## src/rtl/port_master_pkg.sv

```systemverilog
// Shared constants for the port-mapped arithmetic master and its bus monitor.
// Holds the default data width, the peripheral port codes and the FSM state
// encoding so that RTL and verification agree on one set of numbers.
package port_master_pkg;

  localparam int DATA_WIDTH = 8;
  localparam int PORT_WIDTH = DATA_WIDTH;

  // Port codes; PORT_IDLE is decoded by no peripheral.
  localparam logic [PORT_WIDTH-1:0] PORT_IDLE         = 8'h00;
  localparam logic [PORT_WIDTH-1:0] PORT_ADDED_DATA   = 8'h01;
  localparam logic [PORT_WIDTH-1:0] PORT_ADD_DATA     = 8'h02;
  localparam logic [PORT_WIDTH-1:0] PORT_ADD_RESULT   = 8'h03;
  localparam logic [PORT_WIDTH-1:0] PORT_ADD_CARRY    = 8'h04;
  localparam logic [PORT_WIDTH-1:0] PORT_MINUSED_DATA = 8'h05;
  localparam logic [PORT_WIDTH-1:0] PORT_MINUS_DATA   = 8'h06;
  localparam logic [PORT_WIDTH-1:0] PORT_MINUS_RESULT = 8'h07;
  localparam logic [PORT_WIDTH-1:0] PORT_MINUS_CARRY  = 8'h08;

  // FSM state encoding.
  localparam int STATE_W = 3;
  localparam logic [STATE_W-1:0] ST_IDLE   = 3'd0;
  localparam logic [STATE_W-1:0] ST_WR_A   = 3'd1;
  localparam logic [STATE_W-1:0] ST_WR_B   = 3'd2;
  localparam logic [STATE_W-1:0] ST_RD_REQ = 3'd3;
  localparam logic [STATE_W-1:0] ST_RD_CAP = 3'd4;
  localparam logic [STATE_W-1:0] ST_CR_REQ = 3'd5;
  localparam logic [STATE_W-1:0] ST_CR_CAP = 3'd6;
  localparam logic [STATE_W-1:0] ST_DONE   = 3'd7;

endpackage

```

## src/rtl/port_code_sel.sv

```systemverilog
// port_code_sel: combinational map of (FSM state, op) to the bus port code.
// Ports: state (master FSM state), op (0 add / 1 sub), port (code for o_port).
// Any state that is not actively addressing a peripheral yields IDLE_CODE.
module port_code_sel #(
  parameter int                    PORT_WIDTH = port_master_pkg::PORT_WIDTH,
  parameter logic [PORT_WIDTH-1:0] IDLE_CODE  = PORT_WIDTH'(port_master_pkg::PORT_IDLE)
) (
  input  logic [port_master_pkg::STATE_W-1:0] state,
  input  logic                                op,
  output logic [PORT_WIDTH-1:0]               port
);
  import port_master_pkg::*;

  always_comb begin
    port = IDLE_CODE;
    case (state)
      ST_WR_A:   port = op ? PORT_WIDTH'(PORT_MINUSED_DATA) : PORT_WIDTH'(PORT_ADDED_DATA);
      ST_WR_B:   port = op ? PORT_WIDTH'(PORT_MINUS_DATA)   : PORT_WIDTH'(PORT_ADD_DATA);
      ST_RD_REQ: port = op ? PORT_WIDTH'(PORT_MINUS_RESULT) : PORT_WIDTH'(PORT_ADD_RESULT);
      ST_CR_REQ: port = op ? PORT_WIDTH'(PORT_MINUS_CARRY)  : PORT_WIDTH'(PORT_ADD_CARRY);
      default:   port = IDLE_CODE;
    endcase
  end

endmodule

```

## src/rtl/port_master.sv

```systemverilog
// port_master: initiator that runs add/sub requests on a port-mapped peripheral.
// Ports: req_* (valid/ready request: op, a, b), rsp_* (valid/ready response:
// data, carry), o_port/o_data (bus drive), i_data (registered peripheral read).
// Optional macro PORT_MASTER_CARRY_EN adds a carry read (latency 7 instead of 5).
module port_master #(
  parameter int                    DATA_WIDTH = port_master_pkg::DATA_WIDTH,
  parameter int                    PORT_WIDTH = port_master_pkg::PORT_WIDTH,
  parameter logic [PORT_WIDTH-1:0] PORT_IDLE  = PORT_WIDTH'(port_master_pkg::PORT_IDLE)
) (
  input  logic                  clk,
  input  logic                  rst,
  input  logic                  req_valid,
  output logic                  req_ready,
  input  logic                  req_op,
  input  logic [DATA_WIDTH-1:0] req_a,
  input  logic [DATA_WIDTH-1:0] req_b,
  output logic                  rsp_valid,
  input  logic                  rsp_ready,
  output logic [DATA_WIDTH-1:0] rsp_data,
  output logic                  rsp_carry,
  output logic [PORT_WIDTH-1:0] o_port,
  output logic [DATA_WIDTH-1:0] o_data,
  input  logic [DATA_WIDTH-1:0] i_data
);
  import port_master_pkg::*;

  logic [STATE_W-1:0]    state_q, state_d;
  logic                  op_q, op_d;
  logic [DATA_WIDTH-1:0] a_q, a_d;
  logic [DATA_WIDTH-1:0] b_q, b_d;
  logic [DATA_WIDTH-1:0] rsp_data_q, rsp_data_d;
`ifdef PORT_MASTER_CARRY_EN
  logic                  rsp_carry_q, rsp_carry_d;
`endif

  always_comb begin
    state_d    = state_q;
    op_d       = op_q;
    a_d        = a_q;
    b_d        = b_q;
    rsp_data_d = rsp_data_q;
`ifdef PORT_MASTER_CARRY_EN
    rsp_carry_d = rsp_carry_q;
`endif
    case (state_q)
      ST_IDLE: begin
        if (req_valid) begin
          op_d    = req_op;
          a_d     = req_a;
          b_d     = req_b;
          state_d = ST_WR_A;
        end
      end
      ST_WR_A:   state_d = ST_WR_B;
      ST_WR_B:   state_d = ST_RD_REQ;
      ST_RD_REQ: state_d = ST_RD_CAP;
      ST_RD_CAP: begin
        // Peripheral registers its read data, so the result arrives the
        // cycle after the result port was addressed.
        rsp_data_d = i_data;
`ifdef PORT_MASTER_CARRY_EN
        state_d    = ST_CR_REQ;
`else
        state_d    = ST_DONE;
`endif
      end
`ifdef PORT_MASTER_CARRY_EN
      ST_CR_REQ: state_d = ST_CR_CAP;
      ST_CR_CAP: begin
        rsp_carry_d = i_data[0];
        state_d     = ST_DONE;
      end
`endif
      ST_DONE: begin
        // Always pass through IDLE so a new request is never taken here.
        if (rsp_ready) state_d = ST_IDLE;
      end
      default: state_d = ST_IDLE;
    endcase
  end

  always_ff @(posedge clk) begin
    if (rst) begin
      state_q    <= ST_IDLE;
      op_q       <= 1'b0;
      a_q        <= '0;
      b_q        <= '0;
      rsp_data_q <= '0;
`ifdef PORT_MASTER_CARRY_EN
      rsp_carry_q <= 1'b0;
`endif
    end else begin
      state_q    <= state_d;
      op_q       <= op_d;
      a_q        <= a_d;
      b_q        <= b_d;
      rsp_data_q <= rsp_data_d;
`ifdef PORT_MASTER_CARRY_EN
      rsp_carry_q <= rsp_carry_d;
`endif
    end
  end

  // Bus drive depends only on the state register and latched operands.
  always_comb begin
    o_data = '0;
    case (state_q)
      ST_WR_A: o_data = a_q;
      ST_WR_B: o_data = b_q;
      default: o_data = '0;
    endcase
  end

  port_code_sel #(
    .PORT_WIDTH (PORT_WIDTH),
    .IDLE_CODE  (PORT_IDLE)
  ) u_port_code_sel (
    .state (state_q),
    .op    (op_q),
    .port  (o_port)
  );

  assign req_ready = (state_q == ST_IDLE);
  assign rsp_valid = (state_q == ST_DONE);
  assign rsp_data  = rsp_data_q;
`ifdef PORT_MASTER_CARRY_EN
  assign rsp_carry = rsp_carry_q;
`else
  assign rsp_carry = 1'b0;
`endif

endmodule

```

## config.mk

```make
export PLATFORM = sky130hd
export DESIGN_NAME = port_master
export DESIGN_NICKNAME = d
export VERILOG_FILES = /design/src/rtl/port_master_pkg.sv /design/src/rtl/port_code_sel.sv /design/src/rtl/port_master.sv
export SDC_FILE = /design/constraint.sdc
export NUM_CORES = 1
export LEC_CHECK = 0
export BUFFER_PORTS_ARGS = -buffer_cell sky130_fd_sc_hd__buf_2
export CORE_AREA = 2 2 64 54
export CTS_BUF_LIST = sky130_fd_sc_hd__clkbuf_8
export DETAILED_ROUTE_END_ITERATION = 16
export DIE_AREA = 0 0 66 56
export PLACE_DENSITY = 0.82
export SLEW_MARGIN = 20
export SYNTH_ARGS = -nofsm -noshare
export SYNTH_HDL_FRONTEND = slang
export SYNTH_HIERARCHICAL = 1
export SYNTH_SLANG_ARGS = --single-unit
```

## constraint.sdc

```tcl
create_clock -name clk -period 4.27 [get_ports clk]
set_clock_uncertainty 0.05 [all_clocks]
set_input_delay 0.427 -clock clk [delete_from_list [all_inputs] [get_ports clk]]
set_output_delay 0.427 -clock clk [all_outputs]
set_load 0.05 [all_outputs]
```

==> out/results.ini, run 1 <==
[outcome]
status = complete, no violations

[grt]
grt_max_degree = 29
antenna_found_initial = 0
first_global_vias = 987
grtUsageTotal_pct = 14.2
grt_overflow = 0
grt_pass1_wl_mm = 4.19

[synth]
synthArstFlopShare_pct = 0
synth_area_leaders = dfxtp_1 (43%), nand2_1 (9.5%), a21oi_1 (7.3%)
synth_edf_count = 0
synth-xor-area-share_pct = 0
yosys.area_share.simple_pct = 25.0
yosysMostFrequentCell = nand2_1
synth_flop_cell = dfxtp_1
syn_avg_cell_area_um2 = 8.33
synth_compound_area_share_pct = 15.0
synthAdderAreaFrac_pct = 0
yosys.area.top_type = dfxtp_1
synth_top_family_by_area = simple AND/OR/NAND/NOR gates
synthMuxAreaShare_pct = 6.17
netlist_instances = 156
synth_common_cells = nand2_1 (33), dfxtp_1 (28), nor2_1 (20)
synth_top_area_share_pct = 43.2
synth-seq-area-share_pct = 43.2
synth.distinct_cells = 29
yosys_warnings = 6
ys_ff_latch = 28
syn_area_um2 = 1300

[placed_design]
gp_congestion = 0.740
dpl.hpwl_mm = 1.85
pre_cts_ws_ns = 2.03
port_buffers = 50
placed_cells = 231

[clock_network]
cts_setup_buffers = 0
clkSinkCount = 28
clk_pin_slew_ns = 0.08
tritoncts.num_buffers = 3
cts_tree = yes
hold_buffers = 0
cts_buffer_depth = 2
cts_max_level = 1
postCtsResizedCells = 0
cts_root_buf = clkbuf_8
insertion_delay_ns = 0.27

[critical_path]
crit_path_cell_trace = nor2b_1 -> a22oi_1 -> nor2_1 -> buf_2
critPathBufInv = 1
cp_top_family = simple AND/OR/NAND/NOR gates
setup.worst_path.start = state_q[1]
max_stage_delay_ns = 0.60
critPathMaxFanout = 13
crit_type = flip-flop to primary output
reg2reg_from = state_q[2]
worst_setup_path_start_kind = flip-flop
critPathSlowestCell = dfxtp_1
crit_required_ns = 3.79
cp.arrival_ns = 2.09
end_kind = primary output

[layout]
final-instance-count-excl-fill = 234
fill_cells = 339
drive_above_1_share_pct = 32.0
fin_nets = 225
diodes = 0
utilization_pct = 50.8
area_delta_synth_final_pct = 18.0

[routing]
drc = 0
viasPerCell = 4.79
wl_per_cell_um = 11.1
ant_nets = 0
routed_wl_mm = 2.60
drtIter0Drc = 60
dr.pass1.iters = 4
num_vias = 1120

[floorplan]
fp.dieArea_um2 = 3700
io_pins = 56
die_h_um = 56
core_area_um2 = 3020
start_util_pct = 43.0
die_w_um = 66
rows = 18

[sta]
rsz0062_at_grt = false
worst_pin_slew_ns = 0.911
fin_crit_ns = 2.57
max_freq_mhz = 390
finalSetupViolCount = 0
max_slew_margin_pct = 39.0
min_period_over_period_pct = 60.1
setup_ws_ns = 1.70
final_hold_viol_count = 0
setup_tns_ns = 0
slew_viol_final = 0

[power_and_ir_drop]
power.leakage_nw = 0.719
ir_worst_vdd_mv = 0.178
p_per_area_nw_per_um2 = 371

[worst_hold_path]
hp-start = req_a[5]
min_path_type = input port to flip-flop

[run]
max_cap_viol_count = 0

-- final timing paths --
check | endpoint | slack [ns] | cells past startpoint
setup / recovery | o_data[6] | 1.70 | 4
hold / removal | a_q[5] | 0.34 | 3
setup reg to reg | rsp_data[5] | 2.12 | 3
hold reg to reg | b_q[5] | 0.41 | 2
-- routing by layer --
metal	track usage, %	up-vias	share of wire (%)
met5	0	-	0
met2	22.4	33	46
li1	-	580	-
met1	18.0	503	46
met4	4.96	0	0.89
met3	4.86	4	6.7
-- worst reg2reg max path, cell delays in order (launching register included) --
cell and delay (ns):
dfxtp_1 0.80, nor3b_2 0.86, mux2i_1 0.28, nor2_1 0.05
-- state kept, by name, indices dropped and copies added (netlist names) --
signal	flops
b_q	8
op_q	1
state_q	3
a_q	8
rsp_data	8
-- cells by family after synthesis --
group / after synthesis
AOI/OAI and AO/OA: 32
buffers and inverters: 20
DFF: 28
muxes: 8
other: 2
and+or+nand+nor: 66
-- area by class of cell --
cell class / count / area [µm²] / share of cell area [%]
Clock buffer: 3 / 41.3 / 2.69
Sequential cell: 28 / 561 / 36.6
Inverter: 2 / 7.51 / 0.490
Timing Repair Buffer: 50 / 250 / 16.3
Multi-Input combinational cell: 111 / 623 / 40.7
Tap cell: 40 / 50.0 / 3.27
-- stage by stage --
step | instance area, µm² | hold slack, ns | total power [mW]
CTS | 1530 | 0.331 | 0.576
global placement | 1490 | 0.395 | 0.437
global route | 1530 | 0.336 | 0.599
detailed placement | 1490 | 0.399 | 0.438
finish | 1530 | 0.337 | 0.568
floorplan | 1310 | 0.386 | 0.418
-- placed cells by master (no fill, tap or decap) --
| cell type | Yosys | layout |
|---|---|---|
| mux2i_1 | 8 | 8 |
| or4b_4 | 1 | 1 |
| a41oi_1 | 1 | 1 |
| dfxtp_1 | 28 | 28 |
| nand2_1 | 33 | 33 |
| o21ai_0 | 1 | 1 |
| buf_2 | 3 | 50 |
| conb_1 | 2 | 5 |
| o21bai_1 | 1 | 1 |
| a22oi_1 | 8 | 8 |
| inv_1 | 2 | 2 |
| nand2b_1 | 1 | 1 |
| and2b_2 | 2 | 2 |
| nor2_1 | 20 | 20 |
| nor3b_2 | 0 | 1 |
| nor3_1 | 1 | 1 |
| o22ai_2 | 1 | 1 |
| a21oi_1 | 19 | 19 |
| nor4b_4 | 1 | 1 |
| clkbuf_8 | 0 | 3 |
| nand2_2 | 2 | 2 |
| and3_1 | 1 | 1 |
| nor2b_1 | 2 | 2 |
| nand3b_4 | 1 | 1 |
| a31oi_1 | 1 | 1 |
-- power breakdown --
group          switching [mW]  leakage [nW]  internal [mW]
clock network          0.0733        0.0216         0.0632
registers              0.0189         0.229          0.278
logic                  0.0924         0.469         0.0422
No activity file was read; power rests on OpenSTA's default activity.
==> run 2, diff against run 1 <==
PLACE_DENSITY = 0.85   (was 0.82)
clock period = 2.1 ns   (was 4.27 ns; I/O delays follow)
==> run 2 against run 1 <==
  * Global-route usage is 0.38 points higher
  * Sequential cell count stayed put
  * Hold slack worse by 0.22 ns
  * Final cell count is 2.6% higher
  * Register-to-register slack worse by 1.6 ns
  * First-iteration DRC count is 50% lower
  * Utilization is 1.7 points higher
  * Via count is 3.2% higher
  * Power is 110% higher
  * Die area stayed put
  * Critical path depth stayed put
  * Critical path type unchanged
  * Critical endpoint is now o_data[3]
  * Largest cell class unchanged
  * Highest routed layer unchanged
==> out/results.ini, run 2 (synthesis results as in run 1) <==
[critical_path]
cp_top_family = simple AND/OR/NAND/NOR gates
rr_worst_depth = 4  ; +1
crit_required_ns = 1.84  ; -1.95 ns
crit_path_cell_trace = nor2b_2 -> a22oi_1 -> nor2_1 -> buf_2
reg2reg_from = state_q[0]
critPathMaxFanout = 9  ; -4
crit_type = flip-flop to primary output
critPathSlowestCell = dfxtp_1
worst_setup_path_start_kind = flip-flop
reg2reg_setup_slack_ns = 0.56  ; -1.56 ns
end_kind = primary output
max_stage_delay_ns = 0.39  ; -0.21 ns
cp.arrival_ns = 1.58  ; -0.51 ns
critPathBufInv = 1  ; unchanged
rr_endpoint = a_q[2]

[clock_network]
insertion_delay_ns = 0.26  ; about the same
cts_max_level = 1  ; unchanged
cts_setup_buffers = 0  ; unchanged
clkSinkCount = 28  ; unchanged
postCtsResizedCells = 0  ; unchanged
cts_buffer_depth = 2  ; unchanged
cts_tree = yes
cts_root_buf = clkbuf_8
hold_buffers = 0  ; unchanged
tritoncts.num_buffers = 3  ; unchanged
clk_pin_slew_ns = 0.09  ; about the same

[placed_design]
placed_cells = 237  ; +2.6%
port_buffers = 50  ; unchanged
gp_congestion = 0.708  ; -4.3%
dpl.hpwl_mm = 2.03  ; +9.4%

[floorplan]
start_util_pct = 43.0  ; unchanged
die_h_um = 56  ; unchanged
io_pins = 56  ; unchanged
die_w_um = 66  ; unchanged
rows = 18  ; unchanged
fp.dieArea_um2 = 3700  ; unchanged
core_area_um2 = 3020  ; unchanged

[grt]
grt_max_degree = 29  ; unchanged
first_global_vias = 998  ; +1.1%
grtUsageTotal_pct = 14.6  ; +0.38 points
grt_overflow = 0  ; unchanged
grt_pass1_wl_mm = 4.33  ; +3.5%
antenna_found_initial = 0  ; unchanged

[worst_hold_path]
min_path_type = input port to flip-flop
hold_end = b_q[1]
min_path_cells = 3  ; unchanged
hp-start = req_b[1]

[routing]
routed_wl_mm = 2.77  ; +6.7%
drtIter0Drc = 30  ; -50%
num_vias = 1156  ; +3.2%
ant_nets = 0  ; unchanged
drc = 0  ; unchanged
wl_per_cell_um = 11.5  ; +4.0%
viasPerCell = 4.82  ; +0.63%
dr.pass1.iters = 4  ; unchanged

[layout]
diodes = 0  ; unchanged
multiInputGateArea_um2 = 628  ; +0.80%
drive_above_1_share_pct = 35.0  ; +3.0 points
final_common_cell = buf_2
final_cell_mix = buf_2 (50), nand2_1 (33), dfxtp_1 (28)
area_delta_synth_final_pct = 21.9
seqCellArea_um2 = 561  ; unchanged
final-instance-count-excl-fill = 240  ; +2.6%
fill_cells = 323  ; -4.7%
fin_nets = 231  ; +2.7%

[power_and_ir_drop]
ir_worst_vdd_mv = 0.404  ; +130%
p_per_area_nw_per_um2 = 745  ; +100%
power.leakage_nw = 0.752  ; +4.5%

[sta]
min_period_over_period_pct = 87.8
rsz0062_at_grt = false
max_slew_margin_pct = 66.2  ; +27 points
finalSetupViolCount = 0  ; unchanged
slew_viol_final = 0  ; unchanged
setup_tns_ns = 0  ; unchanged
max_freq_mhz = 542
final_hold_viol_count = 0  ; unchanged
fin_crit_ns = 1.84
worst_pin_slew_ns = 0.508  ; -0.403 ns

[run]
max_cap_viol_count = 0  ; unchanged

[outcome]
status = complete, no violations

-- run 2: cell count changes in the layout (fill, tap and decap cells not counted) --
cell / before / now
buf_4: 0 / 6
nor2b_1: 2 / 0
nor2b_2: 0 / 2
-- run 2: tightest hold or removal path, cell delays in order --
cell and delay (ns):
buf_2 0.09, nand2_1 0.04, a21oi_1 0.05
-- run 2: worst max path at each step --
stage                     cells past startpoint   endpoint       start
after floorplan                               3  req_ready  state_q[2]
after global placement                        4  o_data[3]  state_q[1]
after detailed placement                      4  o_data[3]  state_q[1]
after CTS                                     4  o_data[3]  state_q[1]
after global routing                          4  o_data[5]  state_q[1]
final                                         4  o_data[3]  state_q[1]
-- run 2: cell type report --
cell class	instances	share of cell area [%]
Multi-Input combinational cell	111	39.7
Sequential cell	28	35.4
Inverter	2	0.474
Clock buffer	3	2.61
Timing Repair Buffer	56	18.7
Tap cell	40	3.16
-- run 2: layer usage --
metal	wire length [µm]	up-vias	global-route usage (%)
met5	0	-	0
li1	-	595	-
met3	138	2	3.44
met4	8	0	2.62
met1	1280	530	19.5
met2	1350	29	24.1
-- run 2: through the flow --
| step | hold WS [ns] | cell area (µm²) | setup WS [ns] | power, mW | util [%] |
|---|---|---|---|---|---|
| 2_1_floorplan | 0.296 | 1310 | 0.0609 | 0.850 | - |
| 3_3_place_gp | 0.392 | 1540 | 0.390 | 0.903 | 50.9 |
| 3_5_place_dp | 0.398 | 1540 | 0.386 | 0.910 | 50.9 |
| 4_1_cts | 0.119 | 1580 | 0.0810 | 1.19 | 52.3 |
| 5_1_grt | 0.120 | 1580 | 0.171 | 1.23 | 52.4 |
| 6_report | 0.121 | 1580 | 0.255 | 1.18 | 52.4 |
-- run 2: power by group --
group          switching (mW)  internal [mW]
Sequential             0.0243          0.566
Combinational           0.207          0.101
Clock                   0.153          0.128
